## src/rtl/tick_gen.sv

```systemverilog
// Multi-channel tick generator: per-channel programmable divisor, periodic or
// armable one-shot, producing a one-cycle tick enable and a toggling level.
module tick_gen #(
  parameter int unsigned WIDTH    = 26,
  parameter int unsigned CHANNELS = 4,
  localparam int unsigned CH_W    = (CHANNELS > 1) ? $clog2(CHANNELS) : 1
) (
  input  logic                clk,
  input  logic                reset,
  input  logic                enable,
  input  logic                load,
  input  logic [CH_W-1:0]     load_ch,
  input  logic [WIDTH-1:0]    load_div,
  input  logic                load_mode,
  input  logic [CHANNELS-1:0] arm,
  output logic [CHANNELS-1:0] tick,
  output logic [CHANNELS-1:0] level,
  output logic [CHANNELS-1:0] busy
);

  // Out-of-range channel numbers drop the whole load.
  logic load_ok_c;
  assign load_ok_c = load && (32'(load_ch) < CHANNELS);

  for (genvar g = 0; g < CHANNELS; g++) begin : g_ch
    logic [WIDTH-1:0] div_q;
    logic [WIDTH-1:0] cnt_q;
    logic             mode_q;
    logic             tick_q;
    logic             level_q;
    logic             busy_q;
    logic             sel_c;
    logic             run_c;
    logic             wrap_c;

    assign sel_c  = load_ok_c && (32'(load_ch) == 32'(g));
    assign run_c  = enable && (div_q != '0) && (!mode_q || busy_q);
    assign wrap_c = (cnt_q == div_q - WIDTH'(1));

    // Priority per channel: load, then arm, then count.
    always_ff @(posedge clk or posedge reset) begin
      if (reset) begin
        div_q   <= '0;
        cnt_q   <= '0;
        mode_q  <= 1'b0;
        tick_q  <= 1'b0;
        level_q <= 1'b0;
        busy_q  <= 1'b0;
      end else if (sel_c) begin
        div_q   <= load_div;
        mode_q  <= load_mode;
        cnt_q   <= '0;
        tick_q  <= 1'b0;
        level_q <= 1'b0;
        busy_q  <= 1'b0;
      end else if (arm[g]) begin
        cnt_q  <= '0;
        tick_q <= 1'b0;
        if (mode_q && (div_q != '0)) begin
          busy_q <= 1'b1;
        end
      end else if (run_c) begin
        if (wrap_c) begin
          cnt_q   <= '0;
          tick_q  <= 1'b1;
          level_q <= ~level_q;
          if (mode_q) begin
            busy_q <= 1'b0;
          end
        end else begin
          cnt_q  <= cnt_q + WIDTH'(1);
          tick_q <= 1'b0;
        end
      end else begin
        tick_q <= 1'b0;
      end
    end

    assign tick[g]  = tick_q;
    assign level[g] = level_q;
    assign busy[g]  = busy_q;
  end

endmodule

```

## config.mk

```make
export PLATFORM = sky130hd
export DESIGN_NAME = tick_gen
export DESIGN_NICKNAME = d
export VERILOG_FILES = /design/src/rtl/tick_gen.sv
export SDC_FILE = /design/constraint.sdc
export NUM_CORES = 1
export LEC_CHECK = 0
export BUFFER_PORTS_ARGS = -buffer_cell sky130_fd_sc_hd__buf_2
export CORE_MARGIN = 4
export CORE_UTILIZATION = 50
export CTS_BUF_LIST = sky130_fd_sc_hd__clkbuf_4 sky130_fd_sc_hd__clkbuf_8
export CTS_CLUSTER_SIZE = 25
export DETAILED_ROUTE_END_ITERATION = 10
export GPL_TIMING_DRIVEN = 0
export PLACE_DENSITY = 0.67
export RECOVER_POWER = 25
export SYNTH_ARGS = -nofsm -noshare
export SYNTH_HDL_FRONTEND = slang
export SYNTH_SLANG_ARGS = --single-unit
```

## constraint.sdc

```tcl
create_clock -name clk -period 10.5 [get_ports clk]
set_input_delay 2.625 -clock clk [delete_from_list [all_inputs] [get_ports clk]]
set_output_delay 2.625 -clock clk [all_outputs]
set_load 0.01 [all_outputs]
```

* Yosys cells after proc, flatten, opt, wreduce, memory -nomap -nowiden
Index checks and enable logic that the tools add are counted.
** Word-level totals
- Output and inout port bits :: 12
- Logic and storage cells :: 180
- Input bits :: 37
- Register bits :: 224
** Operators by class
- Reduce and logical (&&, ||, !) cells :: 57
- Multiplexer cells :: 72
- Bitwise logic cells :: 4
- Equality and inequality tests :: 15
- Add/subtract/negate cells :: 8
** Operators by type and width (number)
- two-way mux 26 bit :: 16
- adder 26 x 1 -> 26 bit, second input constant :: 4
- equality test 26 bit :: 4
- nonzero test 26 bit :: 4
- subtractor 26 x 1 -> 26 bit, second input constant :: 4
- two-way mux 1 bit :: 56
- nonzero test 3 bit :: 12
- logical AND 1 bit :: 16
- AND reduction 4 bit :: 4
- nonzero test 2 bit :: 8
- inequality test 3 x 1 -> 1 bit, second input constant :: 4
- AND reduction 3 bit :: 4
- inequality test 2 x 1 -> 1 bit, second input constant :: 4
- equality test 2 bit, second input constant :: 2
- logical NOT 1 bit :: 4
- logical OR 1 bit :: 4
- NOT 1 bit :: 4
- equality test 2 x 1 -> 1 bit, second input constant :: 1
- logical NOT 2 bit :: 1

* Depth between registers and ports, before layout
Gate-level depths: netlist of the first run.
- Word-level depth :: 6
- Gate-level depth with buffers :: 12
- Mapped depth without buffers :: 10

* Least setup slack after synthesis of the first run
No wires, ideal clock.
- Path type :: input to register
- Start point :: input load_ch[0]
- End point :: register g_ch[0].cnt_q[22]
- Arrival time :: 4.485 ns
- Slack :: 5.882 ns
- Stages :: 9
- Data required time :: 10.366 ns
- Path through :: or3b_2 -> clkbuf_1 -> nand2b_1 -> clkbuf_1 -> o211a_1 -> nand4_1 -> nor4_1 -> xnor2_1 -> nor3_1
** On the way
- Longest elaborated chain between the ends :: 3
- Elaborated cells between the ends (all ways) :: 4
- Those cells by class :: 1 x mux; 3 x reduce/logical
** RTL lines
- from (decl) :: line 12 : input logic [CH_W-1:0] load_ch,
- logical NOT 2 bit (*) :: line 36 : assign sel_c = load_ok_c && (32'(load_ch) == 32'(g));
- logical AND 1 bit (*) :: line 36
- nonzero test 3 bit (no source line) / two-way mux 26 bit (equally long branches)
- to (signal assigned) :: line 71 : cnt_q <= cnt_q + WIDTH'(1);
- to (decl) :: line 27 : logic [WIDTH-1:0] cnt_q;
Mark *: on every way between the ends. The rest lies on a longest branch, timed or not.
A chain may end at the register's enable or synchronous reset.

* Worst setup path in the final report of the first run
Same ends and word-level chain as after synthesis.

==> results of run 1 <==
-- cell usage in the layout, fill, tap and decap left out, drive strengths merged, types with 30 or more instances in the layout --
master / Yosys / routed
and3: 30 / 30
buf: 32 / 81
clkbuf: 34 / 103
dfrtp: 224 / 224
inv: 31 / 31
mux2: 79 / 79
nand2: 151 / 151
nand3: 57 / 57
nand4: 41 / 41
nor2: 141 / 141
nor3: 73 / 73
nor4: 35 / 35
o21ai: 34 / 34
xnor2: 98 / 98
xor2: 110 / 110
-- path summary, 6_finish.rpt --
check	startpoint	cells after the start	end	slack, ns
setup / recovery	load_ch[0]	10	g_ch[0].cnt_q[22]	5.70
hold / removal	g_ch[1].mode_q	2	g_ch[1].mode_q	0.52
setup reg to reg	g_ch[0].div_q[0]	12	g_ch[0].cnt_q[25]	6.39
hold reg to reg	g_ch[1].mode_q	2	g_ch[1].mode_q	0.52
max in group asynchronous	reset	4	g_ch[1].cnt_q[5]	7.26
min in group asynchronous	reset	3	g_ch[2].cnt_q[18]	2.22
-- metrics by stage --
stage,cell area [um2],utilization (%),worst slack (ns)
after floorplan,13600,-,1.74
after CTS,15200,56.5,5.75
after global routing,15200,56.5,5.43
final,15200,56.5,5.70
after detailed placement,14300,53.3,5.20
after global placement,14200,53.0,-0.868
-- report_power, final --
part	total, mW	switching (mW)	internal [mW]
registers	1.06	0.117	0.945
logic	0.470	0.257	0.212
clock network	0.884	0.366	0.519
-- area by class of cell --
class	instances	share of cell area, %
Timing Repair Buffer	50	1.94
Clock inverter	3	0.280
Buffer	66	2.10
Clock buffer	68	5.46
Tap cell	341	2.81
Multi-Input combinational cell	1128	49.7
Sequential cell	224	36.9
Inverter	31	0.816
-- state kept, by name (all words and copies together), names as in the netlist --
name and count:
g_ch.busy_q 4, g_ch.cnt_q 104, g_ch.div_q 104, g_ch.level_q 4, g_ch.mode_q 4, g_ch.tick_q 4
-- worst reg2reg max path: cells and delay by family, from the launching register on --
| family | cells | cell delay (ns) |
|---|---|---|
| and+or+nand+nor | 5 | 1.35 |
| AOI/OAI and AO/OA | 2 | 1.09 |
| buffers and inverters | 3 | 0.64 |
| DFF | 1 | 0.45 |
| adders and majority gates | 1 | 0.27 |
| xor gates and xnor gates | 1 | 0.16 |
-- kinds of logic (layout without fill, tap and decap cells) --
kind of cell,Yosys count,in the layout,share of synthesized area (%)
simple gates,663,663,25.8
buf+inv,97,218,3.21
compound gates,163,163,8.42
fa+ha+maj,8,8,0.737
flops,224,224,41.3
xor+xnor,209,209,13.6
mux,85,85,6.99
-- per-layer routing --
layer | part of all wire [%] | wire [um] | vias to the layer above | GRT usage, %
li1 | - | - | 5345 | -
met1 | 46 | 16100 | 5380 | 32.5
met2 | 46 | 16000 | 265 | 36.8
met3 | 5.4 | 1890 | 63 | 3.50
met4 | 2.3 | 791 | 0 | 6.45
met5 | 0 | 0 | - | 0
==> impl_results.md, run 1 <==
- Status: finished, final reports clean
- RSZ-0062 raised after global routing: no
- Worst path most repeated cell: clkbuf_1
- Antenna cells: 0
- Total grt overflow: 0
- Vias/cell: just under 6
- CTS Buf Count: 39
- Crit path launch type: primary input
- Area contributors post-synth: dfrtp_1 (41%), xor2_1 (7.1%), mux2_2 (6.5%)
- Die Y: approximately 170 um
- Clock Latency Late Sink: around 0.55 ns
- H-tree depth: 2
- Postcts setup bufs: 0
- Multi-input logic area: between 7000 and 8000 um2
- Die area: 29900 um2
- Final wirelength: roughly 35000 um
- Dpl cells: between 1500 and 2000
- Max incr delay on CP: about 0.45 ns
- Final Non-Filler Cells: 1911
- Post-synth ARST share: 100%
- Final hold slack: about 0.52 ns
- DR vias: roughly 11000
- Headroom to the max-slew limit: ~30%
- Initial Util: 50.5%
- Pin count of the biggest net entering global routing: between 100 and 150
- Synth unique cells: 75
- Area growth from synthesis to layout: 11.8%
- Max-cap violations: 0
- Yosys warns: 0
- CTS max path bufs: 3
- Drt first-iter violations: 717
- Drt first pass iters: 5
- Ports: between 40 and 50
- Power per Cell Area: between 150 and 200 nW/um2
- Clock slew at reported path FFs: around 0.060 ns
- Critical path capture point type: flip-flop
- Dominant cell type by area after synthesis: dfrtp_1
- Worst-path fanout max: 10
- Post-CTS Hold Fix Bufs: 0
- HPWL Detailed: ~25000 um
- DR WL/cell: 18.2 um
- Achievable frequency: 209 MHz
- Final worst path period share: between 40% and 50%
- CP required: 10.89 ns
- Vias in the first global route: roughly 11000
- Slew Viols, Final: 0
- VDD IR max: 0.118 mV
- Top cell type's share of synthesized area: 41.3%
- Chip width: around 170 um
- Mean Syn Cell Area: around 9.4 um2
- # clock sinks: ~220
- Input/output buffers: 48
- FILL cells: between 2000 and 2500
- Global-route wire length before repair: approximately 57000 um
- Crit path time final: ~4.8 ns
- Post-route setup TNS: 0 ns
- Cell Chain, Critical Path: buf_2 > or3b_2 > clkbuf_1 > nand2b_1 > clkbuf_1 > o211a_1 > nand4_1 > nor4_1 > xnor2_1 > nor3_1
- CTS tree: done
- CP max stage cell: or3b_2
- GR Util All Layers: a little under a quarter
- Bufs and invs on worst path: 3
- Slew @ Worst Pin: just over 1 ns
- Core Area: 26900 um2
- Net count after synthesis: around 1500
- Commonest cells in the netlist: dfrtp_1 (224), nand2_1 (151), nor2_1 (141)
- Layout cell share with drive strength beyond 1: 15.8%
- Crit Path Class: primary input to flip-flop
- Leak pwr: approximately 6.4 nW
- Synth Register Bits: around 220
- DRC viols: 0
- Crit-path leading delay family: simple AND/OR/NAND/NOR gates
- Routability cong.: 0.882
- CP Data Arrival Time: a little over 5 ns
- Routed Antenna Nets: 0
- Count of flip-flops with a built-in enable after synthesis: 0
- Rows: 60
- Finish-stage setup viols: 0
- Post_cts resized: 0
- Antenna violations before repair: 0
- Post-synth top flop: dfrtp_1
- Layout Skew: between 0.02 and 0.025 ns
- Pwr Total: about 2.4 mW
- Synth Cell Area: 13600 um2
- Post-synthesis sequential area ratio: between 40% and 50%
- Sequential cell area: 5610 um2
- Final nets: around 1600
- Clk Tree Root Cell: clkbuf_8
- Count leader, synth: dfrtp_1
- Hold crit path type: flip-flop to flip-flop
- Final Hold Fails: 0
- Synth Instances: approximately 1400
Note: power is estimated with default switching activity, not from simulation.
==> run 2: changes to the inputs <==
- ABC_AREA: not set -> 1
- PLACE_DENSITY: 0.67 -> 0.69
- clock period: 10.5 -> 4.07 ns (I/O delays scaled with it)
==> impl_results.md, run 2 <==
- Antenna violations before repair: 0 (unchanged)
- Final nets: 2403 (+52%)
- VDD IR max: 0.323 mV (+170%)
- Area contributors post-synth: dfrtp_1 (36%), nand2_1 (16%), nor2_1 (7.3%)
- Drt first pass iters: 7 (+2)
- Critical path capture point type: flip-flop
- Pwr Total: 6.93 mW (+190%)
- Post-synth ARST share: 100% (unchanged)
- Post-Synth XOR/XNOR Area: 9.36% (-4.2 points)
- Mean Syn Cell Area: 6.93 um2 (-26%)
- Synth Register Bits: 224 (unchanged)
- Dominant cell type by area after synthesis: dfrtp_1
- Design Area, Final: 17500 um2 (+15%)
- Routed Antenna Nets: 0 (unchanged)
- Max incr delay on CP: 0.76 ns (+0.31 ns)
- Max-cap violations: 0 (unchanged)
- Synth Area in Compound Gates: 8.67% (+0.25 points)
- HPWL Detailed: 35400 um (+42%)
- Post-CTS Hold Fix Bufs: 0 (unchanged)
- Input/output buffers: 48 (unchanged)
- Synth Cell Area: 15700 um2 (+15%)
- Vias/cell: 5.34 (-7.7%)
- Post-synthesis sequential area ratio: 35.8% (-5.5 points)
- Hold crit path type: flip-flop to flip-flop
- Area growth from synthesis to layout: 11.6%
- Net count after synthesis: 2305 (+54%)
- Rows: 64 (+6.7%)
- DR WL/cell: 16.2 um (-11%)
- Power per Cell Area: 396 nW/um2 (+150%)
- Commonest cells in the netlist: nand2_1 (675), nor2_1 (305), inv_1 (231)
- Crit path time final: between 2 and 3 ns
- CP Data Arrival Time: 3.25 ns (-1.94 ns)
- Finish-stage setup viols: 0 (unchanged)
- CTS max path bufs: 3 (unchanged)
- Layout cell share with drive strength beyond 1: 12.0% (-3.8 points)
- Layout Skew: 0.0214 ns (-0.00344 ns)
- Final Non-Filler Cells: 2787 (+46%)
- CP required: 4.53 ns (-6.36 ns)
- Clk Tree Root Cell: clkbuf_8
- Crit path launch type: primary input
- Dpl cells: 2710 (+47%)
- Crit Path Class: primary input to flip-flop
- Vias in the first global route: 14300 (+32%)
- CTS Buf Count: 42 (+7.7%)
- H-tree depth: 2 (unchanged)
- Count of flip-flops with a built-in enable after synthesis: 0 (unchanged)
- CTS tree: done
- Count leader, synth: nand2_1
- Synth unique cells: 48 (-36%)
- Clock Latency Late Sink: 0.58 ns (+0.03 ns)
- Routability cong.: 0.924 (+4.8%)
- Final Hold Fails: 0 (unchanged)
- Global-route wire length before repair: 73500 um (+30%)
- FILL cells: 3062 (+26%)
- Pin count of the biggest net entering global routing: 43 (-67%)
- Largest family of logic cells by synthesized area: simple AND/OR/NAND/NOR gates
- Simple-gate share of the synthesized area: 36.9% (+11 points)
- Biggest regs: g_ch.cnt_q (104), g_ch.div_q (104)
- Leak pwr: 8.35 nW (+31%)
- Post-route setup TNS: 0 ns (unchanged)
- Synth Instances: 2260 (+56%)
- Final hold slack: 0.512 ns (-0.00552 ns)
- Mux share of post-synthesis cell area: 0% (-7.0 points)
- CP max stage cell: nor3_1
- GR Util All Layers: 26.7% (+3.8 points)
- Ports: 49 (unchanged)
- Most common cell after layout, fill and taps aside: nand2_1
- DR vias: 14900 (+35%)
- Die area: 34200 um2 (+15%)
- Post-synth top flop: dfrtp_1
- Slew @ Worst Pin: 1.27 ns (+0.233 ns)
- Total grt overflow: 0 (unchanged)
- Synth Area in Adders: 0.639% (-0.098 points)
- Drt first-iter violations: 985 (+37%)
- DRC viols: 0 (unchanged)
- Commonest cells after routing, fill and taps aside: nand2_1 (675), nor2_1 (305), inv_1 (230)
- RSZ-0062 raised after global routing: no
- Yosys warns: 0 (unchanged)
- Headroom to the max-slew limit: 14.8% (-15 points)
- Bufs and invs on worst path: 2 (-1)
- Crit-path leading delay family: simple AND/OR/NAND/NOR gates
- Worst path most repeated cell: nor2_1
- Area after DPL: 16500 um2 (+16%)
- Achievable frequency: between 300 and 400 MHz
- Slew Viols, Final: 0 (unchanged)
- Cell Chain, Critical Path: buf_2 > nor3_1 > nor2_1 > nand2_2 > inv_2 > nor2_1 > nand4_1 > nor2_1 > nand3_1 > nand2_1 > nor2_1
- Final worst path period share: between 60% and 70%
- Die Y: 185 um (+7.1%)
- Chip width: 185 um (+7.1%)
- # clock sinks: 224 (unchanged)
- Worst-path fanout max: 7 (-3)
- Core Area: 30700 um2 (+14%)
- Postcts setup bufs: 0 (unchanged)
- Antenna cells: 0 (unchanged)
- Status: finished, final reports clean
- Final wirelength: 45300 um (+30%)
- Clock slew at reported path FFs: 0.06 ns (about the same)
- Top cell type's share of synthesized area: 35.8% (-5.5 points)
- Initial Util: 51.0% (+0.43 points)
- Post_cts resized: 0 (unchanged)
==> run 2: cell types whose count changed after synthesis, moves of 79 or more <==
| cell | change |
|---|---|
| inv_1 | +200 |
| mux2_2 | -79 |
| nand2_1 | +524 |
| nand3_1 | +85 |
| nor2_1 | +164 |
| o21ai_0 | +81 |
==> run 2: area by class of cell <==
class / count / area [um2] / share of cell area (%)
flip-flops and latches: 224 / 5610 / 32.0
repair buffers: 54 / 345 / 1.97
clock inverters: 9 / 123 / 0.701
well taps: 396 / 495 / 2.83
inverters: 243 / 913 / 5.22
multi-input cells: 1731 / 8720 / 49.8
clock buffers: 68 / 855 / 4.89
plain buffers: 62 / 439 / 2.51
==> run 2: report_power, final <==
part,internal [mW],switching (mW)
combinational,0.587,1.11
clock,1.52,1.02
sequential,2.43,0.273
total,4.53,2.40
==> run 2: stage by stage <==
step | utilization, % | setup WS [ns]
finish | 56.9 | 1.28
global route | 56.9 | 0.982
floorplan | - | 0.128
CTS | 56.9 | 1.28
detailed placement | 53.8 | 0.774
global placement | 53.4 | -1.34
==> run 2: worst reg2reg max path: stages (launching register included) <==
cell,delay [ns]
dfrtp_1,0.39
inv_1,0.11
ha_1,0.32
nand2_2,0.15
nor2_4,0.21
buf_6,0.18
nand3b_1,0.12
xor2_1,0.19
nand2_1,0.10
inv_1,0.06
nand3_1,0.16
nor2_4,0.20
nand2_4,0.10
nand2_8,0.13
buf_12,0.17
a21oi_2,0.06
==> run 2: final timing paths <==
kind	from	to	slack [ns]	cells past startpoint
worst max-delay path	load_ch[0]	g_ch[0].cnt_q[22]	1.28	11
worst min-delay path	g_ch[3].busy_q	g_ch[3].busy_q	0.51	2
worst max register to register	g_ch[1].div_q[0]	g_ch[1].cnt_q[4]	1.30	15
worst min register to register	g_ch[3].busy_q	g_ch[3].busy_q	0.51	2
max in group asynchronous	reset	g_ch[3].level_q	1.39	5
min in group asynchronous	reset	g_ch[3].busy_q	0.71	2
==> run 2: layer usage <==
layer	up-vias	global-route usage (%)	part of all wire [%]
met4	0	6.93	2.3
li1	7387	-	-
met1	7020	36.9	45
met5	-	0	0
met3	79	5.13	7.0
met2	393	43.3	45
==> run 2: cell families after synthesis <==
group,Yosys count
AO/OA/AOI/OAI,232
XOR/XNOR,165
flip-flops,224
AND/OR/NAND/NOR,1326
adder cells (fa/ha/maj),8
buffers and inverters,305
==> run 3: changes to the inputs <==
- ABC_AREA: 1 -> 0
- PLACE_DENSITY: 0.69 -> 0.67
- clock period: 4.07 -> 2.9 ns (I/O delays scaled with it)
==> impl_results.md, run 3 (synthesis results as in run 1) <==
- GR Util All Layers: 24.0% (-2.7 points)
- VDD IR max: 0.404 mV (+25%)
- Layout cell share with drive strength beyond 1: 30.2% (+18 points)
- Antenna violations before repair: 0 (unchanged)
- Pin count of the biggest net entering global routing: 42 (-2.3%)
- Status: complete, but fails checks
- Cell Chain, Critical Path: or4_1 > a211oi_1 > a22oi_1 > a2111oi_2 > nand4_1 > nor4b_4 > buf_4 > a31oi_1 > o21a_1
- Worst-path fanout max: 9 (+2)
- RSZ-0062 raised after global routing: yes
- Post-route setup slack: -0.0666 ns (-1.35 ns)
- Drt first-iter violations: 664 (-33%)
- Layout Skew: 0.0148 ns (-0.00661 ns)
- Core Area: 26900 um2 (-13%)
- Final Hold Fails: 0 (unchanged)
- CP required: 3.35 ns (-1.18 ns)
- Ports: 49 (unchanged)
- Achievable frequency: approximately 340 MHz
- DR WL/cell: 18.7 um (+15%)
- Initial Util: 50.5% (-0.43 points)
- Vias in the first global route: 11400 (-20%)
- Combinational cell fraction of total power: 23.7% (-0.8 points)
- Vias/cell: 5.85 (+9.6%)
- Die Y: 173 um (-6.6%)
- Post-CTS Hold Fix Bufs: 0 (unchanged)
- Chip width: 173 um (-6.6%)
- Crit path launch type: flip-flop
- Routability cong.: 0.866 (-6.3%)
- DR vias: 11600 (-22%)
- Headroom to the max-slew limit: -0.897% (-16 points)
- CTS Buf Count: 40 (-4.8%)
- Total grt overflow: 0 (unchanged)
- Sequential share of power: 43.5% (+4.5 points)
- Psw: 2.97 mW (+24%)
- Die area: 29900 um2 (-13%)
- HPWL Detailed: 25200 um (-29%)
- Biggest regs: g_ch.cnt_q (104), g_ch.div_q (104)
- Crit path time final: slightly below 3 ns
- Hold crit path type: primary input to async pin
- Dpl cells: 1844 (-32%)
- Clk Tree Root Cell: clkbuf_8
- Clock share of power: 32.8% (-3.8 points)
- Pwr Total: 9.12 mW (+32%)
- Critical path capture point type: flip-flop
- Drt first pass iters: 5 (-2)
- Area growth from synthesis to layout: 24.0%
- Slew Viols, Final: 29 (+29)
- Commonest cells after routing, fill and taps aside: dfrtp_1 (199), nand2_1 (150), xor2_1 (109)
- Crit Path Class: flip-flop to flip-flop
- CP Data Arrival Time: 3.42 ns (+0.17 ns)
- Sw Ratio: 32.6% (-2.0 points)
- Most common cell after layout, fill and taps aside: dfrtp_1
- H-tree depth: 2 (unchanged)
- Final nets: 1664 (-31%)
- DRC viols: 0 (unchanged)
- Finish-stage setup viols: 36 (+36)
- Clock slew at reported path FFs: 0.06 ns (about the same)
- Final wirelength: 37200 um (-18%)
- Final Non-Filler Cells: 1986 (-29%)
- Failing checks: capacitance limit, slew limit, setup timing
- Routed Antenna Nets: 0 (unchanged)
- # clock sinks: 224 (unchanged)
- Clock Latency Late Sink: 0.56 ns (-0.02 ns)
- CP max stage cell: or4_1
- Pint: 6.15 mW (+36%)
- Post-route setup TNS: -0.809 ns (-0.809 ns)
- Power per Cell Area: 542 nW/um2 (+37%)
- Max-cap violations: 1 (+1)
- Leak pwr: 6.94 nW (-17%)
- Global-route wire length before repair: 59500 um (-19%)
- Slew @ Worst Pin: 1.51 ns (+0.242 ns)
- Input/output buffers: 48 (unchanged)
- Rows: 60 (-6.3%)
- Max incr delay on CP: 0.61 ns (-0.15 ns)
- Final worst path period share: 102%
- CTS tree: done
- CTS max path bufs: 3 (unchanged)
-- run 3: changes by cell type in the layout (fill, tap and decap cells not counted), sizes merged, moves of 78 or more --
cell   before  now
inv       238   30
nand2     693  151
nand3     147   57
mux2        0   79
nor2      340  141
o21ai     112   34
-- run 3: what timing repair did --
item | in CTS | in global routing
setup buffers | 47 | 35
pin swaps | 46 | 61
setup endpoints to repair | 116 | 110
resized for setup | 126 | 142
cloned | 3 | 2
-- run 3: power groups by stage --
stage                     combinational [mW]  sequential (mW)  clock [mW]
after floorplan                         1.32             3.77           0
after global placement                  1.62             3.89           0
after detailed placement                1.69             3.90           0
after CTS                               1.96             3.91        3.07
after global routing                    2.36             4.01        3.22
final                                   2.16             3.96        3.00
-- run 3: layout make-up --
type / instances / area, um2
inverter: 31 / 118
multi-input combinational: 1128 / 8530
clock inverter: 5 / 30.0
timing repair buffer: 141 / 1010
antenna: 1 / 2.50
buffer: 53 / 329
sequential: 224 / 5640
clock buffer: 62 / 766
fill: 2231 / 10000
tap: 341 / 427
-- run 3: layer usage --
metal  routed length, um  track usage [%]  vias to the layer above
li1                    -                -                     5493
met5                   0                0                        -
met2               17500             38.5                      330
met1               16800             33.6                     5721
met4                 835             7.18                        0
met3                2090             4.24                       74
-- run 3: per-stage QoR --
step           hold slack [ns]  area (um2)  utilization (%)  worst slack [ns]
2_1_floorplan            0.469       13600                -            -0.749
3_3_place_gp             0.499       14300             53.1             -2.16
3_5_place_dp             0.520       14400             53.5             -1.11
4_1_cts                  0.258       16100             60.0           -0.0810
5_1_grt                  0.457       16800             62.7            -0.204
6_report                 0.380       16800             62.7           -0.0666
-- run 3: path summary, 6_finish.rpt --
path / start / endpoint / slack [ns] / cells after the start
hold / removal: reset / g_ch[2].div_q[22] / 0.38 / 2
hold reg to reg: g_ch[1].div_q[3] / g_ch[1].div_q[3] / 0.52 / 2
min in group clk: load_div[4] / g_ch[1].div_q[4] / 0.46 / 3
max in group asynchronous: reset / g_ch[2].div_q[0] / 0.53 / 3
setup reg to reg: g_ch[3].div_q[8] / g_ch[3].busy_q / -0.07 / 9
setup / recovery: g_ch[3].div_q[8] / g_ch[3].busy_q / -0.07 / 9
-- run 3: critical path: cells and delay by family, from the launching register on --
family	cells	cell delay, ns
AOI/OAI and AO/OA	5	1.01
buffers and inverters	1	0.18
DFF	1	0.49
and+or+nand+nor	3	1.18
